[src/rtl/clave_teclado_pkg.sv]
// Shared types and constants for the keypad code-entry block.
package clave_pkg;

  typedef enum logic [1:0] {
    IDLE   = 2'd0,
    ENTRY  = 2'd1,
    CHECK  = 2'd2,
    LOCKED = 2'd3
  } state_e;

  localparam int         DIGIT_W = 4;
  localparam logic [3:0] BCD_MAX = 4'd9;

endpackage

[src/rtl/clave_teclado_if.sv]
// Keypad strobes in, authorisation/status out.
interface clave_teclado_if
  import clave_pkg::*;
#(
  parameter int NDIG = 4
);
  localparam int DW = $clog2(NDIG + 1);

  logic               key_valid;
  logic [DIGIT_W-1:0] key_digit;
  logic               key_enter;
  logic               key_clear;
  logic               clave;
  logic               bloqueo;
  logic               ok;
  logic               fallo;
  logic [DW-1:0]      digitos;

  modport master (
    output key_valid, key_digit, key_enter, key_clear,
    input  clave, bloqueo, ok, fallo, digitos
  );

  modport slave (
    input  key_valid, key_digit, key_enter, key_clear,
    output clave, bloqueo, ok, fallo, digitos
  );

endinterface

[src/rtl/clave_teclado_contador.sv]
// Loadable down-counter that stops at zero; zero flag reflects the current count.
module contador_bajada #(
  parameter int WIDTH = 8
) (
  input  logic             clk,
  input  logic             rst,
  input  logic             load,
  input  logic [WIDTH-1:0] load_val,
  input  logic             en,
  output logic             zero
);

  logic [WIDTH-1:0] cnt_q;

  always_ff @(posedge clk or posedge rst) begin
    if (rst) begin
      cnt_q <= '0;
    end else if (load) begin
      cnt_q <= load_val;
    end else if (en && (cnt_q != '0)) begin
      cnt_q <= cnt_q - 1'b1;
    end
  end

  assign zero = (cnt_q == '0);

endmodule

[src/rtl/clave_teclado.sv]
// Keypad code entry: collects BCD digits, checks them on ENTER, toggles clave
// on a match and locks out after MAX_FAIL consecutive wrong codes.
module clave_teclado
  import clave_pkg::*;
#(
  parameter int                      NDIG        = 4,
  parameter logic [DIGIT_W*NDIG-1:0] CODE        = 16'h1234,
  parameter int                      MAX_FAIL    = 3,
  parameter int                      LOCK_CYCLES = 1000,
  parameter int                      TIMEOUT     = 5000,
  parameter logic                    CLAVE_RST   = 1'b1
) (
  input  logic            clk,
  input  logic            rst,
  clave_teclado_if.slave  kp
);

  localparam int BW   = DIGIT_W * NDIG;
  localparam int DW   = $clog2(NDIG + 1);
  localparam int FW   = (MAX_FAIL > 1) ? $clog2(MAX_FAIL + 1) : 1;
  localparam int TMAX = (LOCK_CYCLES > TIMEOUT) ? LOCK_CYCLES : TIMEOUT;
  localparam int TW   = (TMAX > 1) ? $clog2(TMAX) : 1;

  localparam logic [DW-1:0] NDIG_V     = DW'(NDIG);
  localparam logic [FW-1:0] LAST_FAIL  = FW'(MAX_FAIL - 1);
  localparam logic [TW-1:0] TOUT_LOAD  = TW'(TIMEOUT - 1);
  localparam logic [TW-1:0] LOCK_LOAD  = TW'(LOCK_CYCLES - 1);

  state_e        state_q;
  logic [BW-1:0] buf_q;
  logic [DW-1:0] dig_q;
  logic          ovf_q;
  logic [FW-1:0] fail_q;
  logic          clave_q;
  logic          bloqueo_q;
  logic          ok_q;
  logic          fallo_q;

  logic          accept_digit;
  logic          match;
  logic          tmr_load_d;
  logic [TW-1:0] tmr_val_d;
  logic          tmr_en_d;
  logic          tmr_zero;

  // A digit only counts when no higher-priority strobe shares its cycle.
  assign accept_digit = kp.key_valid && (kp.key_digit <= BCD_MAX) &&
                        !kp.key_enter && !kp.key_clear;
  assign match        = (dig_q == NDIG_V) && !ovf_q && (buf_q == CODE);

  // One counter serves both the inactivity timeout and the lockout period.
  always_comb begin
    tmr_load_d = 1'b0;
    tmr_val_d  = '0;
    tmr_en_d   = 1'b0;
    unique case (state_q)
      IDLE: begin
        if (accept_digit) begin
          tmr_load_d = 1'b1;
          tmr_val_d  = TOUT_LOAD;
        end
      end
      ENTRY: begin
        if (accept_digit) begin
          tmr_load_d = 1'b1;
          tmr_val_d  = TOUT_LOAD;
        end else if (!kp.key_clear && !kp.key_enter) begin
          tmr_en_d = 1'b1;
        end
      end
      CHECK: begin
        if (!match && (fail_q == LAST_FAIL)) begin
          tmr_load_d = 1'b1;
          tmr_val_d  = LOCK_LOAD;
        end
      end
      LOCKED: tmr_en_d = 1'b1;
      default: ;
    endcase
  end

  contador_bajada #(.WIDTH(TW)) u_tmr (
    .clk      (clk),
    .rst      (rst),
    .load     (tmr_load_d),
    .load_val (tmr_val_d),
    .en       (tmr_en_d),
    .zero     (tmr_zero)
  );

  always_ff @(posedge clk or posedge rst) begin
    if (rst) begin
      state_q   <= IDLE;
      buf_q     <= '0;
      dig_q     <= '0;
      ovf_q     <= 1'b0;
      fail_q    <= '0;
      clave_q   <= CLAVE_RST;
      bloqueo_q <= 1'b0;
      ok_q      <= 1'b0;
      fallo_q   <= 1'b0;
    end else begin
      ok_q    <= 1'b0;
      fallo_q <= 1'b0;
      unique case (state_q)
        IDLE: begin
          if (accept_digit) begin
            buf_q   <= BW'({buf_q, kp.key_digit});
            dig_q   <= DW'(1);
            state_q <= ENTRY;
          end
        end
        ENTRY: begin
          if (kp.key_clear) begin
            buf_q   <= '0;
            dig_q   <= '0;
            ovf_q   <= 1'b0;
            state_q <= IDLE;
          end else if (kp.key_enter) begin
            state_q <= CHECK;
          end else if (accept_digit) begin
            buf_q <= BW'({buf_q, kp.key_digit});
            if (dig_q == NDIG_V) ovf_q <= 1'b1;
            else                 dig_q <= dig_q + 1'b1;
          end else if (tmr_zero) begin
            buf_q   <= '0;
            dig_q   <= '0;
            ovf_q   <= 1'b0;
            state_q <= IDLE;
          end
        end
        CHECK: begin
          buf_q <= '0;
          dig_q <= '0;
          ovf_q <= 1'b0;
          if (match) begin
            clave_q <= ~clave_q;
            ok_q    <= 1'b1;
            fail_q  <= '0;
            state_q <= IDLE;
          end else begin
            fallo_q <= 1'b1;
            fail_q  <= fail_q + 1'b1;
            if (fail_q == LAST_FAIL) begin
              bloqueo_q <= 1'b1;
              state_q   <= LOCKED;
            end else begin
              state_q <= IDLE;
            end
          end
        end
        LOCKED: begin
          if (tmr_zero) begin
            bloqueo_q <= 1'b0;
            fail_q    <= '0;
            state_q   <= IDLE;
          end
        end
        default: state_q <= IDLE;
      endcase
    end
  end

  assign kp.clave   = clave_q;
  assign kp.bloqueo = bloqueo_q;
  assign kp.ok      = ok_q;
  assign kp.fallo   = fallo_q;
  assign kp.digitos = dig_q;

endmodule

[src/flat_wrapper.sv]
// flat-port wrapper written by rule: the top's interface ports become plain ports
module clave_teclado_flat import clave_pkg::*;
#(
  parameter int                      NDIG        = 4,
  parameter logic [DIGIT_W*NDIG-1:0] CODE        = 16'h1234,
  parameter int                      MAX_FAIL    = 3,
  parameter int                      LOCK_CYCLES = 1000,
  parameter int                      TIMEOUT     = 5000,
  parameter logic                    CLAVE_RST   = 1'b1
)
  (clk, rst, kp_key_valid, kp_key_digit, kp_key_enter, kp_key_clear, kp_clave, kp_bloqueo, kp_ok, kp_fallo, kp_digitos);
  clave_teclado_if #(.NDIG(NDIG)) kp_i ();
  input  logic clk;
  input  logic rst;
  input wire logic [$bits(kp_i.key_valid)-1:0] kp_key_valid;
  input wire logic [$bits(kp_i.key_digit)-1:0] kp_key_digit;
  input wire logic [$bits(kp_i.key_enter)-1:0] kp_key_enter;
  input wire logic [$bits(kp_i.key_clear)-1:0] kp_key_clear;
  output wire logic [$bits(kp_i.clave)-1:0] kp_clave;
  output wire logic [$bits(kp_i.bloqueo)-1:0] kp_bloqueo;
  output wire logic [$bits(kp_i.ok)-1:0] kp_ok;
  output wire logic [$bits(kp_i.fallo)-1:0] kp_fallo;
  output wire logic [$bits(kp_i.digitos)-1:0] kp_digitos;
  assign kp_i.key_valid = kp_key_valid;
  assign kp_i.key_digit = kp_key_digit;
  assign kp_i.key_enter = kp_key_enter;
  assign kp_i.key_clear = kp_key_clear;
  assign kp_clave = kp_i.clave;
  assign kp_bloqueo = kp_i.bloqueo;
  assign kp_ok = kp_i.ok;
  assign kp_fallo = kp_i.fallo;
  assign kp_digitos = kp_i.digitos;
  clave_teclado #(.NDIG(NDIG), .CODE(CODE), .MAX_FAIL(MAX_FAIL), .LOCK_CYCLES(LOCK_CYCLES), .TIMEOUT(TIMEOUT), .CLAVE_RST(CLAVE_RST)) u_core (.clk(clk), .rst(rst), .kp(kp_i));
endmodule
[config.mk]
export PLATFORM = sky130hd
export DESIGN_NAME = clave_teclado_flat
export DESIGN_NICKNAME = d
export VERILOG_FILES = /design/src/rtl/clave_teclado_pkg.sv /design/src/rtl/clave_teclado_if.sv /design/src/rtl/clave_teclado_contador.sv /design/src/rtl/clave_teclado.sv /design/src/flat_wrapper.sv
export SDC_FILE = /design/constraint.sdc
export NUM_CORES = 1
export LEC_CHECK = 0
export CORE_ASPECT_RATIO = 1.25
export CORE_UTILIZATION = 60
export DETAILED_ROUTE_END_ITERATION = 6
export PLACE_DENSITY = 0.79
export SLEW_MARGIN = 25
export SYNTH_ARGS = -nofsm -noshare
export SYNTH_HDL_FRONTEND = slang
export SYNTH_SLANG_ARGS = --single-unit
[constraint.sdc]
create_clock -name clk -period 6.45 [get_ports clk]
set_clock_uncertainty 0.1 [all_clocks]
set_input_delay 1.6125 -clock clk [delete_from_list [all_inputs] [get_ports clk]]
set_output_delay 1.6125 -clock clk [all_outputs]
set_load 0.01 [all_outputs]
==> impl_metrics.py, run 1 <==
metrics = {
    "die": {
        "row_count": 24,
        "fp.dieH_um": 70.6,
        "design.core.area_um2": 3540,
        "die-area_um2": 4020,
        "ios": 16,
        "die_w_um": 56.9,
        "initial_utilization_pct": 63.8,
    },
    "placement": {
        "portBuffers": 15,
        "placed_cells_incl_taps": 291,
        "hpwl_mm": 3.24,
        "place_ws_ps": 2500,
        "gp_congestion": 0.822,
    },
    "timing": {
        "setup_ws_ps": 2790,
        "finalHoldViolations": 0,
        "whs_ps": 383,
        "rsz0062_at_grt": "no",
        "min_period_ps": 3660,
        "fin_crit_sh_pct": 56.8,
        "relSlewSlack_pct": 43.5,
        "tightest_slew_ps": 842,
        "setup_tns_ps": 0,
        "maxClockFrequency_mhz": 273,
        "drv_slew": 0,
        "setup_viol": 0,
    },
    "synth": {
        "yosysSeqAreaShare_pct": 45.5,
        "synth_top_area_cell": "dfrtp_1",
        "synthesis.nets": 259,
        "ys_warn_count": 0,
        "synth_cell_types": 55,
        "synth_edf_count": 0,
        "synth.area.top_cells": "dfrtp_1, nand2_1, nand3_1, ha_1, xnor2_1",
        "syn_area_per_cell_um2": 9.34,
        "syn_inst": 242,
        "ys.flop_type": "dfrtp_1",
        "synth.top_cells.by_count": "nand2_1, dfrtp_1, nand3_1, nor2_1, inv_1",
        "synthMostInstantiatedCell": "nand2_1",
        "ys_seq_elements": 41,
        "synth_top_area_share_pct": 44.3,
        "syn_area_um2": 2260,
        "ys_async_sr_fraction_pct": 100,
    },
    "worst_setup_path": {
        "crit_chain": "clkdlybuf4s50_1 > nor3b_1 > a2bb2oi_1 > o2bb2ai_2 > o21ai_2 > a32o_1",
        "worst_setup_path_start_kind": "input port",
        "r2r_cells": 5,
        "cp.depth": 6,
        "cp_top_family": "compound AO/OA/AOI/OAI gates",
        "critPathKind": "input port to flip-flop",
        "cp-end-kind": "flip-flop",
        "required_ps": 6530,
        "critPathMaxStageDelay_ps": 710,
        "cp.arrival_ps": 3750,
        "endpoint": "u_core.kp.digitos[1]$_DFFE_PP0P_",
        "worst_r2r_endpoint": "u_core.kp.digitos[1]$_DFFE_PP0P_",
        "r2r_start": "u_core.u_tmr.cnt_q[3]$_DFFE_PP0P_",
        "slowest_stage": "o2bb2ai_2",
        "path_buf_inv": 1,
        "cp_max_fo": 21,
        "r2r_slack_ps": 3610,
        "startpoint": "kp_key_enter",
    },
    "clock_network": {
        "h-tree-depth": 2,
        "numCtsBuffers": 5,
        "cts_hold_buf": 0,
        "cts_root_buf": "clkbuf_8",
        "clk_latency_ps": 300,
        "clk_pin_slew_worst_paths_ps": 70,
        "cts_resized": 0,
        "cts_tree": "done",
        "cts.path.max_buffers": 2,
        "cts_sinks": 41,
        "post_cts_buffers": 0,
    },
    "drt": {
        "finalWirelength_mm": 4.71,
        "via_count": 1851,
        "antenna_left": 0,
        "drt_iter0_drc": 78,
        "wl_per_cell_um": 15.7,
        "drtPass1Iterations": 4,
        "drc": 0,
        "viasPerCell": 6.19,
    },
    "outcome": {
        "outcome": "completed",
    },
    "power_and_ir_drop": {
        "power_mw": 1.01,
        "power.leakage_nw": 1.13,
        "max-vdd-ir-drop_mv": 0.248,
        "cellPowerDensity_nw_per_um2": 400,
    },
    "global_route": {
        "overflow": 0,
        "grt_use_total_pct": 27.2,
        "antenna_found_initial": 0,
        "grt_start_max_net_pins": 42,
        "grt_pass1_wl_mm": 8.49,
        "grt_pass1_vias": 1879,
    },
    "finish": {
        "areaGrowthSynthToFinish_pct": 12.2,
        "antenna_cells": 0,
        "layout-drive-gt1-share_pct": 8.08,
        "fin_cells": 299,
        "final_nets": 276,
    },
    "job": {
        "maxCapViolations": 0,
    },
    "min_path": {
        "hp-class": "flip-flop to flip-flop",
    },
}
final cells by class:
type	count	area, um2
clock inverter	2	35.0
fill	303	1010
tap	39	48.8
multi-input combinational	181	1140
sequential	41	1030
clock buffer	6	72.6
timing repair buffer	17	165
inverter	13	48.8
metrics by stage:
step	area (um2)	util (%)
floorplan	2260	-
global placement	2430	68.5
detailed placement	2430	68.5
CTS	2530	71.5
global route	2530	71.5
finish	2530	71.5
cell families (layout without fill, tap and decap cells):
group                    Yosys count  in the layout  share of synthesized area, %
flip-flops                        41             41                          45.5
buffers and inverters             20             38                          4.21
adder cells (fa/ha/maj)            8              8                          4.43
AO/OA/AOI/OAI                     37             37                          12.5
XOR/XNOR                           8              8                          3.10
AND/OR/NAND/NOR                  128            128                          30.3
how the worst min path moves through the flow:
stage / start / cells after the start / endpoint / slack, ps
after detailed placement: u_core.u_tmr.cnt_q[6]$_DFFE_PP0P_ / 1 / u_core.u_tmr.cnt_q[6]$_DFFE_PP0P_ / 370
after global routing: u_core.u_tmr.cnt_q[6]$_DFFE_PP0P_ / 1 / u_core.u_tmr.cnt_q[6]$_DFFE_PP0P_ / 390
after floorplan: u_core.buf_q[12]$_DFFE_PP0P_ / 2 / u_core.buf_q[12]$_DFFE_PP0P_ / 340
after CTS: u_core.u_tmr.cnt_q[6]$_DFFE_PP0P_ / 1 / u_core.u_tmr.cnt_q[6]$_DFFE_PP0P_ / 390
final: u_core.u_tmr.cnt_q[6]$_DFFE_PP0P_ / 1 / u_core.u_tmr.cnt_q[6]$_DFFE_PP0P_ / 380
after global placement: u_core.u_tmr.cnt_q[6]$_DFFE_PP0P_ / 1 / u_core.u_tmr.cnt_q[6]$_DFFE_PP0P_ / 370
metal layers:
metal  vias up  GRT usage (%)  share of wire (%)
met5         -              0                  0
met4         0           8.67               0.57
met3         4           5.30                3.7
met2        39           47.8                 53
met1       907           33.5                 43
li1        901              -                  -
layout by cell type, fill, tap and decap left out, types with 2 or more instances in the layout:
cell and n:
o32ai_1 2, nor2b_1 3, buf_4 2, nor4_2 2, o31ai_1 4, clkdlybuf4s50_1 15
nor3b_1 4, o21ai_1 4, o211ai_1 3, clkbuf_8 5, nor2_1 15, nand2b_1 3
nand3_1 24, o2bb2ai_2 2, nor4_1 5, dfrtp_1 40, inv_1 13, a21oi_1 5
xnor2_1 7, o21ai_0 3, nor4b_1 3, nor3_1 6, nand2_1 45, a2bb2oi_1 2
or3_1 3, and3_1 2, ha_1 8
report_power, final:
| group | internal, mW | leakage, nW | switching [mW] |
|---|---|---|---|
| Sequential | 0.333 | 0.518 | 0.0721 |
| Clock | 0.115 | 0.0552 | 0.0886 |
| Combinational | 0.162 | 0.560 | 0.243 |
worst reg2reg max path, delay by kind of cell (launching register included):
family,cells,cell delay [ps]
AOI/OAI and AO/OA,3,840
DFF,1,440
and+or+nand+nor,2,1350
flip-flops by register name (all words and copies together) (netlist names), 2 cells and up:
name	cells
u_core.buf_q	16
u_core.fail_q	2
u_core.kp.digitos	3
u_core.state_q	2
u_core.u_tmr.cnt_q	13
Power figures use the tool's default switching activity.
==> run 2, diff against run 1 <==
Settings changed: CORE_UTILIZATION 60 to 52, PLACE_DENSITY 0.79 to 0.73.
Clock period 6.45 ns to 3.1 ns, I/O delays scaled along.
==> run 2 against run 1 <==
  * Non-clock buffer count rose by 4
  * Critical endpoint is now u_core.buf_q[8]$_DFFE_PP0P_
  * Worst setup slack lost 2300 ps
  * Highest routed layer unchanged
  * Clock power grew to 2.6 times the previous value
==> impl_metrics.py, run 2 (synthesis gave the netlist of run 1 again) <==
metrics = {
    "outcome": {
        "outcome": "completed",
    },
    "drt": {
        "drt_iter0_drc": 71,
        "antenna_left": 0,
        "via_count": 1875,
        "wl_per_cell_um": 14.5,
        "viasPerCell": 5.86,
        "drtPass1Iterations": 4,
        "finalWirelength_mm": 4.64,
        "drc": 0,
    },
    "worst_setup_path": {
        "r2r_cells": 5,
        "r2r_start": "u_core.u_tmr.cnt_q[3]$_DFFE_PP0P_",
        "path_buf_inv": 2,
        "crit_chain": "clkdlybuf4s50_1 > nor3b_1 > a2bb2oi_1 > o2bb2ai_2 > buf_4 > nand3_1 > nand2_1",
        "worst_setup_path_start_kind": "input port",
        "cp_top_family": "buffers and inverters",
        "required_ps": 3240,
        "slowest_stage": "clkdlybuf4s50_1",
        "cp-end-kind": "flip-flop",
        "critPathMaxStageDelay_ps": 490,
        "r2r_slack_ps": 680,
        "worst_r2r_endpoint": "u_core.u_tmr.cnt_q[2]$_DFFE_PP0P_",
        "cp.arrival_ps": 2710,
        "cp_max_fo": 17,
        "startpoint": "kp_key_enter",
        "critPathKind": "input port to flip-flop",
    },
    "timing": {
        "setup_tns_ps": 0,
        "fin_crit_sh_pct": 82.8,
        "rsz0062_at_grt": "no",
        "min_period_ps": 2570,
        "relSlewSlack_pct": 65.7,
        "whs_ps": 388,
        "setup_viol": 0,
        "tightest_slew_ps": 514,
        "finalHoldViolations": 0,
        "setup_ws_ps": 534,
        "drv_slew": 0,
        "maxClockFrequency_mhz": 390,
    },
    "power_and_ir_drop": {
        "power_mw": 2.24,
        "cellPowerDensity_nw_per_um2": 855,
        "power.leakage_nw": 1.17,
        "max-vdd-ir-drop_mv": 0.514,
    },
    "global_route": {
        "grt_start_max_net_pins": 42,
        "grt_pass1_vias": 1835,
        "antenna_found_initial": 0,
        "grt_pass1_wl_mm": 7.77,
        "overflow": 0,
        "grt_use_total_pct": 22.8,
    },
    "clock_network": {
        "clk_pin_slew_worst_paths_ps": 80,
        "numCtsBuffers": 5,
        "cts_hold_buf": 0,
        "cts_root_buf": "clkbuf_8",
        "clk_latency_ps": 300,
        "cts_tree": "done",
        "cts_sinks": 41,
        "h-tree-depth": 2,
        "cts_resized": 0,
        "post_cts_buffers": 0,
        "cts.path.max_buffers": 2,
    },
    "finish": {
        "largest_reg_flops": 16,
        "fin_util_pct": 63.3,
        "final_nets": 280,
        "layout-drive-gt1-share_pct": 9.85,
        "final_common_cell": "nand2_1",
        "fin_cells": 320,
        "areaGrowthSynthToFinish_pct": 15.8,
        "fillers": 364,
        "postLayoutCellArea_um2": 2620,
        "largest_register": "u_core.buf_q",
        "antenna_cells": 0,
        "mostFrequentLayoutCells": "nand2_1, dfrtp_1, nand3_1, nor2_1, clkdlybuf4s50_1",
    },
    "job": {
        "maxCapViolations": 0,
    },
    "placement": {
        "gp_congestion": 0.807,
        "place_ws_ps": 266,
        "portBuffers": 15,
        "dpl_cell_area_um2": 2480,
        "hpwl_mm": 3.36,
        "placed_cells_incl_taps": 312,
    },
    "min_path": {
        "holdPathStages": 1,
        "holdPathEnd": "u_core.u_tmr.cnt_q[6]$_DFFE_PP0P_",
        "hp-class": "flip-flop to flip-flop",
        "min_from": "u_core.u_tmr.cnt_q[6]$_DFFE_PP0P_",
    },
    "die": {
        "ios": 16,
        "design.core.area_um2": 4130,
        "initial_utilization_pct": 54.7,
        "row_count": 26,
        "die_w_um": 61.0,
        "fp.dieH_um": 75.7,
        "die-area_um2": 4610,
    },
}
## run 2: worst max-delay path by stage
| stage | to | slack (ps) | depth (start not counted) |
|---|---|---|---|
| CTS | u_core.buf_q[8]$_DFFE_PP0P_ | 560 | 7 |
| global placement | u_core.buf_q[2]$_DFFE_PP0P_ | 280 | 7 |
| floorplan | u_core.buf_q[0]$_DFFE_PP0P_ | 920 | 8 |
| global route | u_core.buf_q[3]$_DFFE_PP0P_ | 380 | 7 |
| finish | u_core.buf_q[8]$_DFFE_PP0P_ | 530 | 7 |
| detailed placement | u_core.buf_q[8]$_DFFE_PP0P_ | 270 | 7 |
## run 2: where the power goes
part	total, mW	switching (mW)	internal [mW]
Clock	0.521	0.197	0.324
Sequential	0.844	0.151	0.693
Combinational	0.873	0.509	0.364
Total	2.24	0.857	1.38
## run 2: routing by layer
layer  vias up  GRT usage (%)  routed length [um]
met5         -              0                   0
met4         0           10.9                 129
met3        14           3.74                 118
met2        29           40.9                2420
met1       921           26.0                1970
li1        911              -                   -
## run 2: layout make-up
| cell class | count | area, um2 | share of cell area, % |
|---|---|---|---|
| clock buffer | 5 | 68.8 | 2.63 |
| clock inverter | 3 | 68.8 | 2.63 |
| multi-input combinational | 181 | 1140 | 43.5 |
| inverter | 13 | 48.8 | 1.87 |
| tap | 56 | 70.1 | 2.68 |
| sequential | 41 | 1030 | 39.3 |
| timing repair buffer | 21 | 195 | 7.46 |
==> run 3, diff against run 2 <==
Settings changed: CORE_UTILIZATION 52 to 58, PLACE_DENSITY 0.73 to 0.77.
Clock period 3.1 ns to 2.5 ns, I/O delays scaled along.
==> run 3 against run 2 <==
  * The run now ends with DRC left
  * Largest cell class unchanged
  * Critical path type is now flip-flop to flip-flop
  * Final cell count decreased by 0.94%
  * Sequential cell count did not move
  * Sequential share of layout area fell by 0.97 points
  * Highest routed layer unchanged
==> impl_metrics.py, run 3 (synthesis gave the netlist of run 1 again) <==
metrics = {
    "worst_setup_path": {
        "r2r_cells": 7,
        "crit_top_cell": "buf_4",
        "worst_setup_path_start_kind": "flip-flop",
        "required_ps": 2580,
        "slowest_stage": "or4_4",
        "crit_chain": "or4_4 > and4bb_1 > buf_4 > or3_1 > buf_4 > o21ai_1 > a21o_1",
        "r2r_start": "u_core.u_tmr.cnt_q[3]$_DFFE_PP0P_",
        "cp.arrival_ps": 2430,
        "cp_max_fo": 6,
        "cp-end-kind": "flip-flop",
        "worst_r2r_endpoint": "u_core.u_tmr.cnt_q[6]$_DFFE_PP0P_",
        "r2r_slack_ps": 150,
        "critPathKind": "flip-flop to flip-flop",
        "critPathMaxStageDelay_ps": 600,
    },
    "clock_network": {
        "cts_tree": "done",
        "cts_root_buf": "clkbuf_8",
        "post_cts_buffers": 0,
        "clk_latency_ps": 290,
        "cts_sinks": 41,
        "cts_hold_buf": 0,
        "numCtsBuffers": 5,
        "clk_pin_slew_worst_paths_ps": 70,
        "cts_resized": 0,
        "h-tree-depth": 2,
        "cts.path.max_buffers": 2,
    },
    "finish": {
        "fillers": 297,
        "largest_register": "u_core.buf_q",
        "final_common_cell": "nand2_1",
        "largest_reg_flops": 16,
        "mostFrequentLayoutCells": "nand2_1, dfrtp_1, nand3_1, buf_4",
        "postLayoutCellArea_um2": 2680,
        "areaGrowthSynthToFinish_pct": 18.7,
        "fin_util_pct": 71.5,
        "final_nets": 293,
        "layout-drive-gt1-share_pct": 14.1,
        "antenna_cells": 0,
    },
    "die": {
        "die_w_um": 57.8,
        "design.core.area_um2": 3750,
        "fp.dieH_um": 71.8,
        "row_count": 25,
        "die-area_um2": 4150,
        "ios": 16,
        "initial_utilization_pct": 60.2,
    },
    "timing": {
        "tightest_slew_ps": 485,
        "setup_viol": 0,
        "whs_ps": 395,
        "finalHoldViolations": 0,
        "rsz0062_at_grt": "no",
        "min_period_ps": 2350,
        "maxClockFrequency_mhz": 425,
        "fin_crit_sh_pct": 94.1,
        "relSlewSlack_pct": 67.5,
        "drv_slew": 0,
    },
    "min_path": {
        "holdPathEnd": "u_core.fail_q[0]$_DFFE_PP0P_",
        "holdPathStages": 1,
        "hp-class": "flip-flop to flip-flop",
        "min_from": "u_core.fail_q[0]$_DFFE_PP0P_",
    },
    "drt": {
        "drc": 1,
        "wl_met1_mm": 2.04,
        "antenna_left": 0,
        "viasPerCell": 5.91,
        "highest_layer": "met4",
        "drtPass1Iterations": 6,
        "met2_length_mm": 2.45,
        "wl_per_cell_um": 14.9,
        "finalWirelength_mm": 4.74,
        "via_count": 1875,
        "routed-wl-met3_um": 117,
        "drt_iter0_drc": 78,
    },
    "power_and_ir_drop": {
        "cellPowerDensity_nw_per_um2": 1020,
        "max-vdd-ir-drop_mv": 0.746,
        "power_mw": 2.74,
        "power.leakage_nw": 1.22,
    },
    "placement": {
        "dpl_cell_area_um2": 2570,
        "gp_congestion": 0.873,
        "portBuffers": 15,
        "hpwl_mm": 3.49,
    },
    "global_route": {
        "grt_pass1_vias": 1812,
        "grt_use_total_pct": 25.8,
        "grt_pass1_wl_mm": 8.16,
        "antenna_found_initial": 0,
        "overflow": 0,
        "grt_start_max_net_pins": 42,
    },
    "outcome": {
        "outcome": "finished, violations left",
        "violations": "DRC",
    },
    "job": {
        "maxCapViolations": 0,
    },
}
==> run 3: changes by cell type in the layout (fill, tap and decap cells not counted), sizes merged <==
cell	previous run	this run
clkbuf	5	6
bufinv	2	1
clkinv	0	1
buf	6	19
inv	14	13
==> run 3: critical path: cells and delay by family (launching register included) <==
family                 cells  cell delay (ps)
buffers and inverters      2              310
AO/OA/AOI/OAI              2              220
flip-flops                 1              430
AND/OR/NAND/NOR            3             1180
==> run 3: worst max-delay path by stage <==
stage	from	endpoint	slack (ps)	cells past startpoint
final	u_core.u_tmr.cnt_q[3]$_DFFE_PP0P_	u_core.u_tmr.cnt_q[6]$_DFFE_PP0P_	150	7
after global routing	kp_key_valid	u_core.buf_q[13]$_DFFE_PP0P_	30	7
after CTS	u_core.u_tmr.cnt_q[3]$_DFFE_PP0P_	u_core.u_tmr.cnt_q[6]$_DFFE_PP0P_	170	7
after detailed placement	kp_key_valid	u_core.buf_q[9]$_DFFE_PP0P_	-70	7
after global placement	kp_key_valid	u_core.buf_q[13]$_DFFE_PP0P_	-20	7
after floorplan	u_core.state_q[1]$_DFFE_PP0P_	u_core.buf_q[0]$_DFFE_PP0P_	320	8
==> run 3: routing by layer <==
metal | global-route usage (%) | up-vias
met5 | 0 | -
met3 | 5.78 | 14
li1 | - | 929
met2 | 44.1 | 28
met1 | 31.1 | 904
met4 | 10.6 | 0
==> run 3: layout make-up <==
class | count | area (um2) | area share [%]
inverters | 13 | 48.8 | 1.82
repair buffers | 34 | 305 | 11.4
multi-input cells | 181 | 1140 | 42.6
well taps | 40 | 50.0 | 1.87
flip-flops and latches | 41 | 1030 | 38.3
clock inverters | 2 | 35.0 | 1.31
clock buffers | 6 | 72.6 | 2.71
==> run 3: stage by stage <==
step | setup WS [ps] | std cells | setup TNS (ps)
floorplan | 318 | 242 | 0
CTS | 173 | 317 | 0
detailed placement | -65.6 | 309 | -893
finish | 148 | 317 | 0
global route | 34.4 | 317 | 0
global placement | -23.5 | 309 | -253
==> run 3: power by group <==
group | internal (mW) | leakage [nW] | switching, mW
logic | 0.527 | 0.646 | 0.649
clock network | 0.296 | 0.0552 | 0.228
registers | 0.859 | 0.518 | 0.186
